[src/rtl/bus_pkg.sv]
// Shared types and defaults for the host-to-N-device bus hub.
package bus_pkg;

    typedef enum logic {
        IDLE = 1'b0,
        BUSY = 1'b1
    } hub_state_t;

    localparam int unsigned ADDR_W_DEFAULT = 32;
    localparam int unsigned DATA_W_DEFAULT = 32;
    localparam logic [31:0] ERR_DATA_DEFAULT = 32'hDEAD_BEEF;

    // Index width that never collapses to zero bits for tiny counts.
    function automatic int unsigned width_of(input int unsigned n);
        return (n > 1) ? $clog2(n) : 1;
    endfunction

endpackage

[src/rtl/bus_hub_n_if.sv]
// Host request/response and per-device bus bundle for bus_hub_n.
interface bus_hub_n_if #(
    parameter int unsigned N_DEVICES = 4,
    parameter int unsigned ADDR_W    = 32,
    parameter int unsigned DATA_W    = 32
);
    logic [ADDR_W-1:0]             host_address;
    logic [DATA_W-1:0]             host_data_write;
    logic [DATA_W/8-1:0]           host_write_mask;
    logic                          host_ren;
    logic                          host_wen;
    logic [DATA_W-1:0]             host_data_read;
    logic                          host_ready;
    logic                          host_error;
    logic [N_DEVICES*ADDR_W-1:0]   device_address;
    logic [N_DEVICES*DATA_W-1:0]   device_data_write;
    logic [N_DEVICES*DATA_W/8-1:0] device_write_mask;
    logic [N_DEVICES-1:0]          device_ren;
    logic [N_DEVICES-1:0]          device_wen;
    logic [N_DEVICES-1:0]          device_ready;
    logic [N_DEVICES*DATA_W-1:0]   device_data_read;
    logic [N_DEVICES-1:0]          device_active;
    logic [7:0]                    err_count;

    // Environment side: drives host requests and device responses.
    modport master (
        output host_address, host_data_write, host_write_mask, host_ren, host_wen,
        output device_ready, device_data_read, device_active,
        input  host_data_read, host_ready, host_error,
        input  device_address, device_data_write, device_write_mask,
        input  device_ren, device_wen, err_count
    );

    // Hub side.
    modport slave (
        input  host_address, host_data_write, host_write_mask, host_ren, host_wen,
        input  device_ready, device_data_read, device_active,
        output host_data_read, host_ready, host_error,
        output device_address, device_data_write, device_write_mask,
        output device_ren, device_wen, err_count
    );

endinterface

[src/rtl/prio_encoder_n.sv]
// N-bit priority encoder: index of the highest set bit plus an any-set flag.
module prio_encoder_n #(
    parameter  int unsigned N  = 4,
    localparam int unsigned IW = (N > 1) ? $clog2(N) : 1
) (
    input  logic [N-1:0]  vec,
    output logic [IW-1:0] idx,
    output logic          valid
);

    // Later (higher) bits overwrite earlier ones, so the highest set bit wins.
    always_comb begin
        idx = '0;
        for (int unsigned i = 0; i < N; i++) begin
            if (vec[i]) idx = IW'(i);
        end
    end

    assign valid = |vec;

endmodule

[src/rtl/bus_hub_n.sv]
// Host-to-N-device bus hub: latches the selected device per access, answers
// unmapped and timed-out accesses with an error, counts error completions.
module bus_hub_n
    import bus_pkg::*;
#(
    parameter int unsigned        N_DEVICES = 4,
    parameter int unsigned        ADDR_W    = ADDR_W_DEFAULT,
    parameter int unsigned        DATA_W    = DATA_W_DEFAULT,
    parameter int unsigned        TIMEOUT   = 255,
    parameter logic [DATA_W-1:0]  ERR_DATA  = DATA_W'(ERR_DATA_DEFAULT)
) (
    input logic        clk,
    input logic        rst,
    bus_hub_n_if.slave bus
);

    localparam int unsigned IW = width_of(N_DEVICES);
    localparam int unsigned WW = width_of(TIMEOUT + 1);
    localparam int unsigned MW = DATA_W / 8;

    hub_state_t    state, state_n;
    logic [IW-1:0] sel_idx, sel_idx_n;
    logic [WW-1:0] wait_cnt, wait_cnt_n;
    logic [7:0]    err_count;

    logic [IW-1:0] enc_idx;
    logic          hit;
    logic          req;
    logic          strobe;
    logic [IW-1:0] strobe_idx;
    logic          ready;
    logic          error;
    logic          err_inc;
    logic [DATA_W-1:0] rdata;

    logic [DATA_W-1:0]    rd_arr [N_DEVICES];
    logic [N_DEVICES-1:0] ren_v;
    logic [N_DEVICES-1:0] wen_v;

    prio_encoder_n #(.N(N_DEVICES)) u_prio (
        .vec   (bus.device_active),
        .idx   (enc_idx),
        .valid (hit)
    );

    assign req = bus.host_ren | bus.host_wen;

    // Per-device broadcast, read-data slicing and strobe gating.
    for (genvar g = 0; g < N_DEVICES; g++) begin : g_dev
        assign bus.device_address[g*ADDR_W +: ADDR_W]  = bus.host_address;
        assign bus.device_data_write[g*DATA_W +: DATA_W] = bus.host_data_write;
        assign bus.device_write_mask[g*MW +: MW]        = bus.host_write_mask;
        assign rd_arr[g] = bus.device_data_read[g*DATA_W +: DATA_W];
        assign ren_v[g]  = strobe && !rst && bus.host_ren && (strobe_idx == IW'(g));
        assign wen_v[g]  = strobe && !rst && bus.host_wen && (strobe_idx == IW'(g));
    end

    assign bus.device_ren     = ren_v;
    assign bus.device_wen     = wen_v;
    assign bus.host_ready     = ready && !rst;
    assign bus.host_error     = error && !rst;
    assign bus.host_data_read = rst ? '0 : rdata;
    assign bus.err_count      = err_count;

    always_ff @(posedge clk or posedge rst) begin
        if (rst) begin
            state     <= IDLE;
            sel_idx   <= '0;
            wait_cnt  <= '0;
            err_count <= '0;
        end else begin
            state    <= state_n;
            sel_idx  <= sel_idx_n;
            wait_cnt <= wait_cnt_n;
            if (err_inc && (err_count != 8'hFF)) err_count <= err_count + 8'd1;
        end
    end

    always_comb begin
        state_n    = state;
        sel_idx_n  = sel_idx;
        wait_cnt_n = wait_cnt;
        strobe     = 1'b0;
        strobe_idx = sel_idx;
        ready      = 1'b0;
        error      = 1'b0;
        err_inc    = 1'b0;
        rdata      = '0;
        case (state)
            IDLE: begin
                if (req && hit) begin
                    strobe     = 1'b1;
                    strobe_idx = enc_idx;
                    if (bus.device_ready[enc_idx]) begin
                        ready = 1'b1;
                        rdata = rd_arr[enc_idx];
                    end else begin
                        state_n    = BUSY;
                        sel_idx_n  = enc_idx;
                        wait_cnt_n = WW'(1);
                    end
                end else if (req) begin
                    ready   = 1'b1;
                    error   = 1'b1;
                    err_inc = 1'b1;
                end
            end
            BUSY: begin
                // A dropped request aborts silently; ready beats timeout.
                if (!req) begin
                    state_n = IDLE;
                end else if (bus.device_ready[sel_idx]) begin
                    strobe  = 1'b1;
                    ready   = 1'b1;
                    rdata   = rd_arr[sel_idx];
                    state_n = IDLE;
                end else if ((TIMEOUT != 0) && (wait_cnt == WW'(TIMEOUT))) begin
                    ready   = 1'b1;
                    error   = 1'b1;
                    rdata   = ERR_DATA;
                    err_inc = 1'b1;
                    state_n = IDLE;
                end else begin
                    strobe     = 1'b1;
                    wait_cnt_n = wait_cnt + WW'(1);
                end
            end
            default: state_n = IDLE;
        endcase
    end

endmodule

[src/flat_wrapper.sv]
// flat-port wrapper written by rule: the top's interface ports become plain ports
module bus_hub_n_flat import bus_pkg::*;
#(
    parameter int unsigned        N_DEVICES = 4,
    parameter int unsigned        ADDR_W    = ADDR_W_DEFAULT,
    parameter int unsigned        DATA_W    = DATA_W_DEFAULT,
    parameter int unsigned        TIMEOUT   = 255,
    parameter logic [DATA_W-1:0]  ERR_DATA  = DATA_W'(ERR_DATA_DEFAULT)
)
  (clk, rst, bus_host_address, bus_host_data_write, bus_host_write_mask, bus_host_ren, bus_host_wen, bus_device_ready, bus_device_data_read, bus_device_active, bus_host_data_read, bus_host_ready, bus_host_error, bus_device_address, bus_device_data_write, bus_device_write_mask, bus_device_ren, bus_device_wen, bus_err_count);
  bus_hub_n_if #(.N_DEVICES(N_DEVICES), .ADDR_W(ADDR_W), .DATA_W(DATA_W)) bus_i ();
  input logic clk;
  input logic rst;
  input wire logic [$bits(bus_i.host_address)-1:0] bus_host_address;
  input wire logic [$bits(bus_i.host_data_write)-1:0] bus_host_data_write;
  input wire logic [$bits(bus_i.host_write_mask)-1:0] bus_host_write_mask;
  input wire logic [$bits(bus_i.host_ren)-1:0] bus_host_ren;
  input wire logic [$bits(bus_i.host_wen)-1:0] bus_host_wen;
  input wire logic [$bits(bus_i.device_ready)-1:0] bus_device_ready;
  input wire logic [$bits(bus_i.device_data_read)-1:0] bus_device_data_read;
  input wire logic [$bits(bus_i.device_active)-1:0] bus_device_active;
  output wire logic [$bits(bus_i.host_data_read)-1:0] bus_host_data_read;
  output wire logic [$bits(bus_i.host_ready)-1:0] bus_host_ready;
  output wire logic [$bits(bus_i.host_error)-1:0] bus_host_error;
  output wire logic [$bits(bus_i.device_address)-1:0] bus_device_address;
  output wire logic [$bits(bus_i.device_data_write)-1:0] bus_device_data_write;
  output wire logic [$bits(bus_i.device_write_mask)-1:0] bus_device_write_mask;
  output wire logic [$bits(bus_i.device_ren)-1:0] bus_device_ren;
  output wire logic [$bits(bus_i.device_wen)-1:0] bus_device_wen;
  output wire logic [$bits(bus_i.err_count)-1:0] bus_err_count;
  assign bus_i.host_address = bus_host_address;
  assign bus_i.host_data_write = bus_host_data_write;
  assign bus_i.host_write_mask = bus_host_write_mask;
  assign bus_i.host_ren = bus_host_ren;
  assign bus_i.host_wen = bus_host_wen;
  assign bus_i.device_ready = bus_device_ready;
  assign bus_i.device_data_read = bus_device_data_read;
  assign bus_i.device_active = bus_device_active;
  assign bus_host_data_read = bus_i.host_data_read;
  assign bus_host_ready = bus_i.host_ready;
  assign bus_host_error = bus_i.host_error;
  assign bus_device_address = bus_i.device_address;
  assign bus_device_data_write = bus_i.device_data_write;
  assign bus_device_write_mask = bus_i.device_write_mask;
  assign bus_device_ren = bus_i.device_ren;
  assign bus_device_wen = bus_i.device_wen;
  assign bus_err_count = bus_i.err_count;
  bus_hub_n #(.N_DEVICES(N_DEVICES), .ADDR_W(ADDR_W), .DATA_W(DATA_W), .TIMEOUT(TIMEOUT), .ERR_DATA(ERR_DATA)) u_core (.clk(clk), .rst(rst), .bus(bus_i));
endmodule
[config.mk]
export PLATFORM = sky130hd
export DESIGN_NAME = bus_hub_n_flat
export DESIGN_NICKNAME = d
export VERILOG_FILES = /design/src/rtl/bus_pkg.sv /design/src/rtl/bus_hub_n_if.sv /design/src/rtl/prio_encoder_n.sv /design/src/rtl/bus_hub_n.sv /design/src/flat_wrapper.sv
export SDC_FILE = /design/constraint.sdc
export NUM_CORES = 1
export LEC_CHECK = 0
export CAP_MARGIN = 15
export CORE_AREA = 2 2 206 208
export CTS_CLUSTER_DIAMETER = 150
export CTS_CLUSTER_SIZE = 20
export DETAILED_ROUTE_END_ITERATION = 12
export DIE_AREA = 0 0 208 210
export GPL_ROUTABILITY_DRIVEN = 0
export SYNTH_ARGS = -nofsm -noshare
export SYNTH_HDL_FRONTEND = slang
export SYNTH_SLANG_ARGS = --single-unit
[constraint.sdc]
create_clock -name clk -period 3.75 [get_ports clk]
set_input_delay 0.9375 -clock clk [delete_from_list [all_inputs] [get_ports clk]]
set_output_delay 0.9375 -clock clk [all_outputs]
set_load 0.1 [all_outputs]
After elaboration in Yosys (flattened, before gate mapping)
Index checks and enable logic that the tools add are counted.
- register bits after elaboration: 19
- word-level logic and storage cells: 94
- output and inout bits: 322
- bits of input ports: 208
- bitwise logic cells: 5
- equal/unequal tests: 10
- reductions and logical operators: 20
- multiplexer cells: 49
- add/subtract/negate cells: 2
- order comparisons: 4
- operators with widths (kind ; count):
    2-to-1 mux 32 bit ; 10
    binary-select mux 32 bit (select 2 bit) ; 2
    one-hot mux 32 bit (2 select lines) ; 1
    2-to-1 mux 8 bit ; 5
    2-to-1 mux 1 bit ; 20
    adder 8 x 1 -> 8 bit, second input constant ; 2
    one-hot mux 8 bit (2 select lines) ; 1
    logical AND 1 bit ; 15
    == test 8 bit, second input constant ; 1
    2-to-1 mux 2 bit ; 4
    != test 2 bit, second input constant ; 4
    != test 8 bit, second input constant ; 1
    one-hot mux 1 bit (2 select lines) ; 4
    >= comparator 3 bit, second input constant ; 2
    less-than comparator 2 x 3 -> 1 bit, second input constant ; 2
    inverter 2 -> 3 bit ; 2
    AND reduction 5 bit ; 1
    binary-select mux 1 bit (select 2 bit) ; 2
    == test 2 bit, second input constant ; 2
    OR reduction 4 bit ; 1
    AND reduction 3 bit ; 1
    == test 2 x 1 -> 1 bit, second input constant ; 1
    logical NOT 2 bit ; 1
    != test 2 x 1 -> 1 bit, second input constant ; 1
    3 further kinds ; 4

Longest topological paths before layout
Gate-level depths: netlist of run 1.
- word-level depth: 11
- gate-level depth with buffers: 7
- depth with buffers taken out: 5

By module
A second synthesis of run 1 with hierarchy kept.
- cells, all modules: 596
- area, all modules: 5357.6 µm²
- modules (own cells, without submodules) (module ; area each (µm²) ; sequential area each (µm²) ; instances ; cells each):
    bus_hub_n ; 5333.9 ; 475.5 ; 1 ; 592
    prio_encoder_n ; 23.8 ; 0.0 ; 1 ; 4

Least setup slack after synthesis of run 1
No wires, ideal clock.
- path type: input to output
- start: input bus_device_active[1]
- end: output bus_host_ready
- arrival time: 4.811 ns
- slack: -1.999 ns
- buffers on the path: 2
- cell stages on the path: 6
- required time: 2.812 ns
- cells stage by stage: clkbuf_1 mux2_2 a221o_1 clkbuf_1 nor2_1 nor4_1
- word-level cells in the longest chain between the ends: 9
- elaborated cells on any way between the ends: 11
- classes of those cells: mux (8); reduce/logical (3)
- ends and longest elaborated chain (what ; RTL line ; source):
    start, declared ; flat_wrapper.sv:21 ; input wire logic [$bits(bus_i.device_active)-1:0] bus_device_active;
    2-to-1 mux 1 bit ; prio_encoder_n.sv:15 ; if (vec[i]) idx = IW'(i);
    2-to-1 mux 2 bit (2 in a row) ; prio_encoder_n.sv:15 ;
    binary-select mux 1 bit (select 2 bit) ; bus_hub_n.sv:94 ; if (bus.device_ready[enc_idx]) begin
    2-to-1 mux 1 bit (implied by the code) ; bus_hub_n.sv:94 ;
    2-to-1 mux 1 bit ; bus_hub_n.sv:94 ;
    2-to-1 mux 1 bit (*) ; bus_hub_n.sv:91 ; if (req && hit) begin
    one-hot mux 1 bit (2 select lines) (*) ; bus_hub_n.sv:89 ; case (state)
    logical AND 1 bit (*) ; bus_hub_n.sv:60 ; assign bus.host_ready = ready && !rst;
    end, declared ; flat_wrapper.sv:23 ; output wire logic [$bits(bus_i.host_ready)-1:0] bus_host_ready;
Every way passes the cells marked *; elsewhere a longest branch is shown, timed or not. The select of a mux whose other input is x is not followed.

Worst setup path after layout of run 1
- start: input bus_device_active[0]
- end: output bus_host_data_read[21]
- word-level cells in the longest chain between the ends: 5
- ends and longest elaborated chain (what ; RTL line ; source):
    OR reduction 4 bit ; prio_encoder_n.sv:19 ; assign valid = |vec;
    logical AND 1 bit ; bus_hub_n.sv:91 ;
    2-to-1 mux 32 bit ; bus_hub_n.sv:91 ;
    one-hot mux 32 bit (2 select lines) ; bus_hub_n.sv:89 ;
    2-to-1 mux 32 bit ; bus_hub_n.sv:62 ; assign bus.host_data_read = rst ? '0 : rdata;
    end, declared ; flat_wrapper.sv:22 ; output wire logic [$bits(bus_i.host_data_read)-1:0] bus_host_data_read;
Every way passes these cells.

==> impl_results.md, run 1 <==
- Crit-path max FO: 10
- Sequential share of power: 0.084
- Launch point of the worst reg-to-reg path: u_core.sel_idx[0]$_DFFE_PP0P_
- Vias in the first global route: 5,201
- Chip height: 210 um
- Die footprint: 0.0437 mm2
- Cts hold-fix bufs: 0
- Worst Setup Start Kind: primary input
- Post-Place Cells: 1,147
- First-pass GRT wire length: 37,000 um
- Met3 Use GR: 0.0384
- Fin. Hold Viols: 0
- Overall Power: 4.04 mW
- Worst slew pin tran: 990 ps
- DR vias/cell: slightly above 4
- Hold endpoint: u_core.bus.err_count[5]$_DFFE_PP0P_
- Met2 Use GR: 0.193
- TritonCTS clock tree: built
- Worst min path class: flip-flop to flip-flop
- Clock sinks: 19
- Floorplan row count: 75
- Worst EP required: 2810 ps
- Fin crit period: ~3700 ps
- DR vias: 4,793
- Largest net degree at the start of global routing: 37
- Static leakage: 2.71 nW
- Post-synth EDFFs: 0
- Combinational Power Share: 0.861
- Drt pass-1 iters: 4
- Hold Startpoint: u_core.bus.err_count[5]$_DFFE_PP0P_
- Final Routed Wirelength: roughly 26,000 um
- Async set-or-reset flop fraction in the synthesized netlist: 1.00
- Setup slack, reg-to-reg: 1290 ps
- Layout Cells excl Fill: ~1,200
- Register area share after synthesis: 0.0833
- Max transition margin: 0.338
- Routed len/inst: between 20 and 25 um
- Switching Power: 2.22 mW
- Fin nets: 830
- CTS Root Cell: clkbuf_16
- R2R cell count: 6
- Predominant post-synthesis flop cell: dfrtp_1
- Synth unique cells: between 50 and 60
- Multi-input logic area: approximately 0.0037 mm2
- Clk buf depth: 2
- Final Skew: 1.05 ps
- H-tree depth: 1
- Max-cap violations: 0
- YS warnings: 0
- Reg-to-reg endpoint: u_core.bus.err_count[6]$_DFFE_PP0P_
- Crit-path cells: clkdlybuf4s50_1 > nor3_2 > buf_4 > nor3_4 > buf_6 > buf_12 > a41oi_2 > nor3_4 > buf_12
- GR Layer Usage met1: 0.133
- Internal: approximately 1.8 mW
- Post-Syn Instances: 694
- Iteration-0 DRC Markers: 232
- Crit. End Element: output port
- Status: finished clean
- Worst-path clk slew: roughly 60 ps
- Setup violators final: 0
- Final routed DRC violation total: 0
- Filler Cells Inserted: 4,546
- VDD IR-drop max: between 0.4 and 0.5 mV
- Mean post-synth cell area: 8.23 um2
- Slew Limit Fails: 0
- Slowest CP cell: clkdlybuf4s50_1
- Worst setup margin: 66.5 ps
- Hpwl dp: 19,300 um
- Fraction of final layout cells sized beyond drive strength 1: 0.368
- Initial antenna violation count: 1
- Synth Register Bits: 19
- Register Area: 479 um2
- Syn-to-layout area delta: 37.3%
- IO Pins: 530
- CP max stage delay: 530 ps
- CTS buffer count: 3
- Starting Density: 0.138
- Total global-route track usage: 0.112
- Mapped Area: approximately 0.0057 mm2
- Gr ovfl total: 0
- CP arrival: between 2000 and 3000 ps
- Clock network power share: 0.055
- Pre-CTS setup slack: -404 ps
- Kind of critical path: primary input to output port
- Grt peak-use layer: met2
- Final Util: 0.189
- Setup TNS: 0 ps
- Fraction of the cycle the final worst path needs: 0.982
- IO buf count: 189
- Core area: roughly 0.041 mm2
- Hold path cells: 1
- Sw Share: 0.549
- Fmax: 271 MHz
- Post-Syn Nets: approximately 900
- Post-route ant nets: 0
- Die width: 208 um
- Cell Pwr Density: 515 mW/mm2
- Skew-Pair Late Insertion Delay: 250 ps
-- routing by layer --
layer  up-vias  share of wire
met5         -         0.0015
met4         2          0.025
met3        45          0.094
met2       368           0.50
met1      2286           0.38
li1       2092              -
-- cells in the final DEF (no fill, tap or decap), types with 19 or more instances in the layout --
cell             netlist  final
clkdlybuf4s50_1        0    132
buf_12                 0     51
buf_4                273     38
mux4_2                31     31
nand2b_1              21     21
nor3_4                 0     21
nor2_1                24     20
a21o_1                20     20
a221o_1               20     19
-- metrics by stage --
stage / instance area, um2 / hold slack, ps
after CTS: 7820 / 525
final: 7840 / 519
after global placement: 7340 / 484
after floorplan: 6200 / 465
after global routing: 7840 / 542
after detailed placement: 7340 / 515
-- flip-flops by register name, summed over array words and instances (netlist names) --
register and cells:
u_core.bus.err_count 8, u_core.wait_cnt 8, u_core.sel_idx 2, u_core.state 1
-- Yosys cell counts, drive strengths merged (6+ instances only) --
cell / count / share of area
inv: 10 / 0.0066
nand3: 6 / 0.0053
buf: 281 / 0.37
nor3: 23 / 0.020
a31oi: 7 / 0.0077
clkbuf: 38 / 0.025
nand2b: 21 / 0.023
dfrtp: 19 / 0.083
o211ai: 13 / 0.017
a221o: 20 / 0.035
a211oi: 16 / 0.022
nand2: 18 / 0.012
a41oi: 21 / 0.032
mux4: 33 / 0.13
mux2i: 15 / 0.026
nor2b: 20 / 0.022
nor2: 24 / 0.016
a21o: 20 / 0.026
and4: 6 / 0.0092
o21ai: 10 / 0.0088
and2: 13 / 0.014
a21oi: 18 / 0.016
-- repair_timing --
| item | in CTS | in global routing |
|---|---|---|
| buffers inserted | 2 | 0 |
| cloned | 6 | 0 |
| resized for setup | 49 | 16 |
| setup endpoints to repair | 42 | 34 |
| pin swaps | 31 | 8 |
-- cell type report --
class,instances,area share
antenna,1,0.000319
clock inverter,1,0.000638
multi-input combinational,346,0.466
clock buffer,3,0.00958
timing repair buffer,240,0.371
inverter,10,0.00479
sequential,19,0.0611
tap,539,0.0860
-- worst max-delay path, delay by kind of cell --
family	cells	cell delay [ps]
AOI/OAI and AO/OA	1	160
and+or+nand+nor	3	430
buffers and inverters	5	1200
-- kinds of logic after synthesis --
kind of cell | after synthesis | synth area share
buf+inv | 329 | 0.400
flops | 19 | 0.0833
mux | 51 | 0.164
fa+ha+maj | 2 | 0.00438
compound gates | 145 | 0.205
simple gates | 144 | 0.137
xor+xnor | 4 | 0.00614
-- worst max-delay path by stage --
stage	startpoint	endpoint	depth (start not counted)
after floorplan	bus_device_ready[3]	bus_host_error	5
after CTS	bus_device_ready[3]	bus_host_data_read[27]	9
final	bus_device_active[0]	bus_host_data_read[21]	9
after detailed placement	bus_device_ready[1]	bus_host_data_read[14]	7
after global placement	bus_device_ready[1]	bus_host_data_read[8]	7
after global routing	bus_device_active[0]	bus_host_data_read[21]	9
-- power by group through the flow --
stage	registers, mW	logic (mW)	clock network, mW
finish	0.339	3.48	0.223
global route	0.351	3.66	0.234
CTS	0.337	3.51	0.226
detailed placement	0.338	3.25	0
global placement	0.336	3.23	0
floorplan	0.445	3.40	0
Note: power is estimated with default switching activity, not from simulation.
==> run 2, diff against run 1 <==
--- a/config.mk
+++ b/config.mk
@@ -6,11 +6,11 @@
 export NUM_CORES = 1
 export LEC_CHECK = 0
 export CAP_MARGIN = 15
-export CORE_AREA = 2 2 206 208
+export CORE_AREA = 3 3 207 209
 export CTS_CLUSTER_DIAMETER = 150
 export CTS_CLUSTER_SIZE = 20
 export DETAILED_ROUTE_END_ITERATION = 12
-export DIE_AREA = 0 0 208 210
+export DIE_AREA = 0 0 210 212
 export GPL_ROUTABILITY_DRIVEN = 0
 export SYNTH_ARGS = -nofsm -noshare
 export SYNTH_HDL_FRONTEND = slang
==> impl_results.md, run 2 (synthesis results as in run 1) <==
- First-pass GRT wire length: 35,100 um (-5.3%)
- CP max stage delay: 520 ps (about the same)
- CTS buffer count: 3 (unchanged)
- Crit-path cells: clkdlybuf4s15_2 > mux4_2 > a211oi_1 > a211o_2 > buf_4 > a21oi_4 > buf_12
- Antenna Cells: 0 (-1)
- Hold endpoint: u_core.bus.err_count[5]$_DFFE_PP0P_
- Slowest CP cell: mux4_2
- CTS Root Cell: clkbuf_16
- Fin nets: 839 (+1.1%)
- Top Registers: u_core.bus.err_count x8, u_core.wait_cnt x8, u_core.sel_idx x2
- CP arrival: 2700 ps (-50 ps)
- Chip height: 212 um (+0.95%)
- Max transition margin: 0.348 (+0.0106)
- TritonCTS clock tree: built
- Kind of critical path: primary input to output port
- Slew Limit Fails: 0 (unchanged)
- Fin crit period: 3630 ps (-49.8 ps)
- Post-route ant nets: 0 (unchanged)
- Syn-to-layout area delta: 35.5%
- Hpwl dp: 19,000 um (-1.4%)
- Fraction of final layout cells sized beyond drive strength 1: 0.365 (-0.00369)
- IO Pins: 530 (unchanged)
- Hold Startpoint: u_core.bus.err_count[5]$_DFFE_PP0P_
- Initial antenna violation count: 2 (+1)
- Static leakage: 2.70 nW (-0.49%)
- Fraction of the cycle the final worst path needs: 0.969 (-0.0133)
- Crit-path max FO: 5 (-5)
- Iteration-0 DRC Markers: 363 (+56%)
- Setup slack, reg-to-reg: 1470 ps (+180 ps)
- Crit path buffers/inverters: 3 (-2)
- Final routed DRC violation total: 0 (unchanged)
- Worst EP required: 2810 ps (about the same)
- Clk buf depth: 2 (unchanged)
- Vias in the first global route: 5,191 (-0.19%)
- Crit. End Element: output port
- Final Util: 0.189 (-0.000349)
- R2R cell count: 5 (-1)
- Final Routed Wirelength: 24,800 um (-4.0%)
- Cts hold-fix bufs: 0 (unchanged)
- Final Skew: 4.21 ps (+3.16 ps)
- Launch point of the worst reg-to-reg path: u_core.sel_idx[0]$_DFFE_PP0P_
- VDD IR-drop max: 0.328 mV (-28%)
- IO buf count: 189 (unchanged)
- Routed len/inst: 21.3 um (-4.1%)
- DR vias: 4,845 (+1.1%)
- Setup violators final: 0 (unchanged)
- Reg-to-reg endpoint: u_core.bus.err_count[1]$_DFFE_PP0P_
- Max-cap violations: 0 (unchanged)
- Skew-Pair Late Insertion Delay: 250 ps (about the same)
- Worst min path class: flip-flop to flip-flop
- Die footprint: 0.0445 mm2 (+1.9%)
- Hold path cells: 1 (unchanged)
- Fin. Hold Viols: 0 (unchanged)
- Die width: 210 um (+0.96%)
- Hold slack: 495 ps (-24.3 ps)
- DR vias/cell: 4.18 (+1.0%)
- RSZ-0062 raised after global routing: false
- Status: finished clean
- Cell Pwr Density: 506 mW/mm2 (-1.8%)
- Clock sinks: 19 (unchanged)
- Starting Density: 0.139 (+0.00155)
- Core area: 0.0410 mm2 (-1.1%)
- Most frequent cells in the layout: clkdlybuf4s50_1, buf_12, buf_4
- Floorplan row count: 74 (-1.3%)
- Drt pass-1 iters: 4 (unchanged)
- Gr ovfl total: 0 (unchanged)
- Worst Setup Start Kind: primary input
- CP delay by family, top: compound AO/OA/AOI/OAI gates
- Largest net degree at the start of global routing: 40 (+8.1%)
- Total global-route track usage: 0.104 (-0.00868)
- H-tree depth: 1 (unchanged)
- Worst-path clk slew: 50 ps (about the same)
- Worst slew pin tran: 974 ps (-15.9 ps)
- Most common cell after layout, fill and taps aside: clkdlybuf4s50_1
- Fmax: 275 MHz (+1.4%)
==> run 2: cell types whose count changed in the layout (fill, tap and decap cells not counted), moves of 3 or more <==
cell      delta
buf_16       -5
clkbuf_2     -3
nor2b_2      -3
buf_4       +12
==> run 2: worst max-delay path by stage <==
stage	start	end	slack, ps	depth (start not counted)
after floorplan	bus_device_ready[3]	bus_host_error	-270	5
after global placement	bus_device_ready[1]	bus_device_wen[0]	-280	6
after detailed placement	bus_device_ready[3]	bus_device_wen[0]	-280	6
after CTS	bus_device_ready[0]	bus_host_error	3	5
after global routing	bus_device_ready[1]	bus_host_data_read[16]	30	8
final	bus_device_ready[2]	bus_host_data_read[6]	120	7
==> run 2: layout make-up <==
| cell class | count | area [um2] |
|---|---|---|
| fillers | 4478 | 33300 |
| repair buffers | 249 | 2910 |
| clock buffers | 4 | 78.8 |
| flip-flops and latches | 19 | 479 |
| well taps | 532 | 666 |
| inverters | 10 | 37.5 |
| multi-input cells | 346 | 3570 |
==> run 2: metrics by stage <==
stage          std cells  setup WS, ps  TNS, ps  power [mW]  instance area [um2]
2_1_floorplan        694          -272    -1910        3.85                 6200
3_3_place_gp        1151          -276    -8730        3.63                 7420
3_5_place_dp        1151          -285    -9150        3.65                 7420
4_1_cts             1157          2.55        0        3.95                 7690
5_1_grt             1160          30.8        0        4.12                 7740
6_report            1160           116        0        3.92                 7740
==> run 2: metal layers <==
metal	vias up	track usage	routed length, um
met4	4	0.0425	959
met3	92	0.0419	2690
li1	2110	-	-
met5	-	0	21
met2	312	0.180	12300
met1	2327	0.113	8750
==> run 2: power breakdown <==
| group | leakage [nW] | internal [mW] | total [mW] | switching, mW |
|---|---|---|---|---|
| Combinational | 2.42 | 1.36 | 3.35 | 1.99 |
| Sequential | 0.239 | 0.261 | 0.347 | 0.0861 |
| Clock | 0.0382 | 0.145 | 0.220 | 0.0753 |
==> run 2: repair_timing <==
item	4_1_cts	5_1_grt
resized for setup	43	6
gates cloned	0	1
pin swaps	9	9
setup endpoints to repair	42	38
setup buffers	2	2
==> run 2: worst reg2reg max path: stages, from the launching register on <==
cell	delay, ps
dfrtp_2	390
mux4_2	570
or4_4	490
buf_4	200
a21o_1	200
mux2_4	300
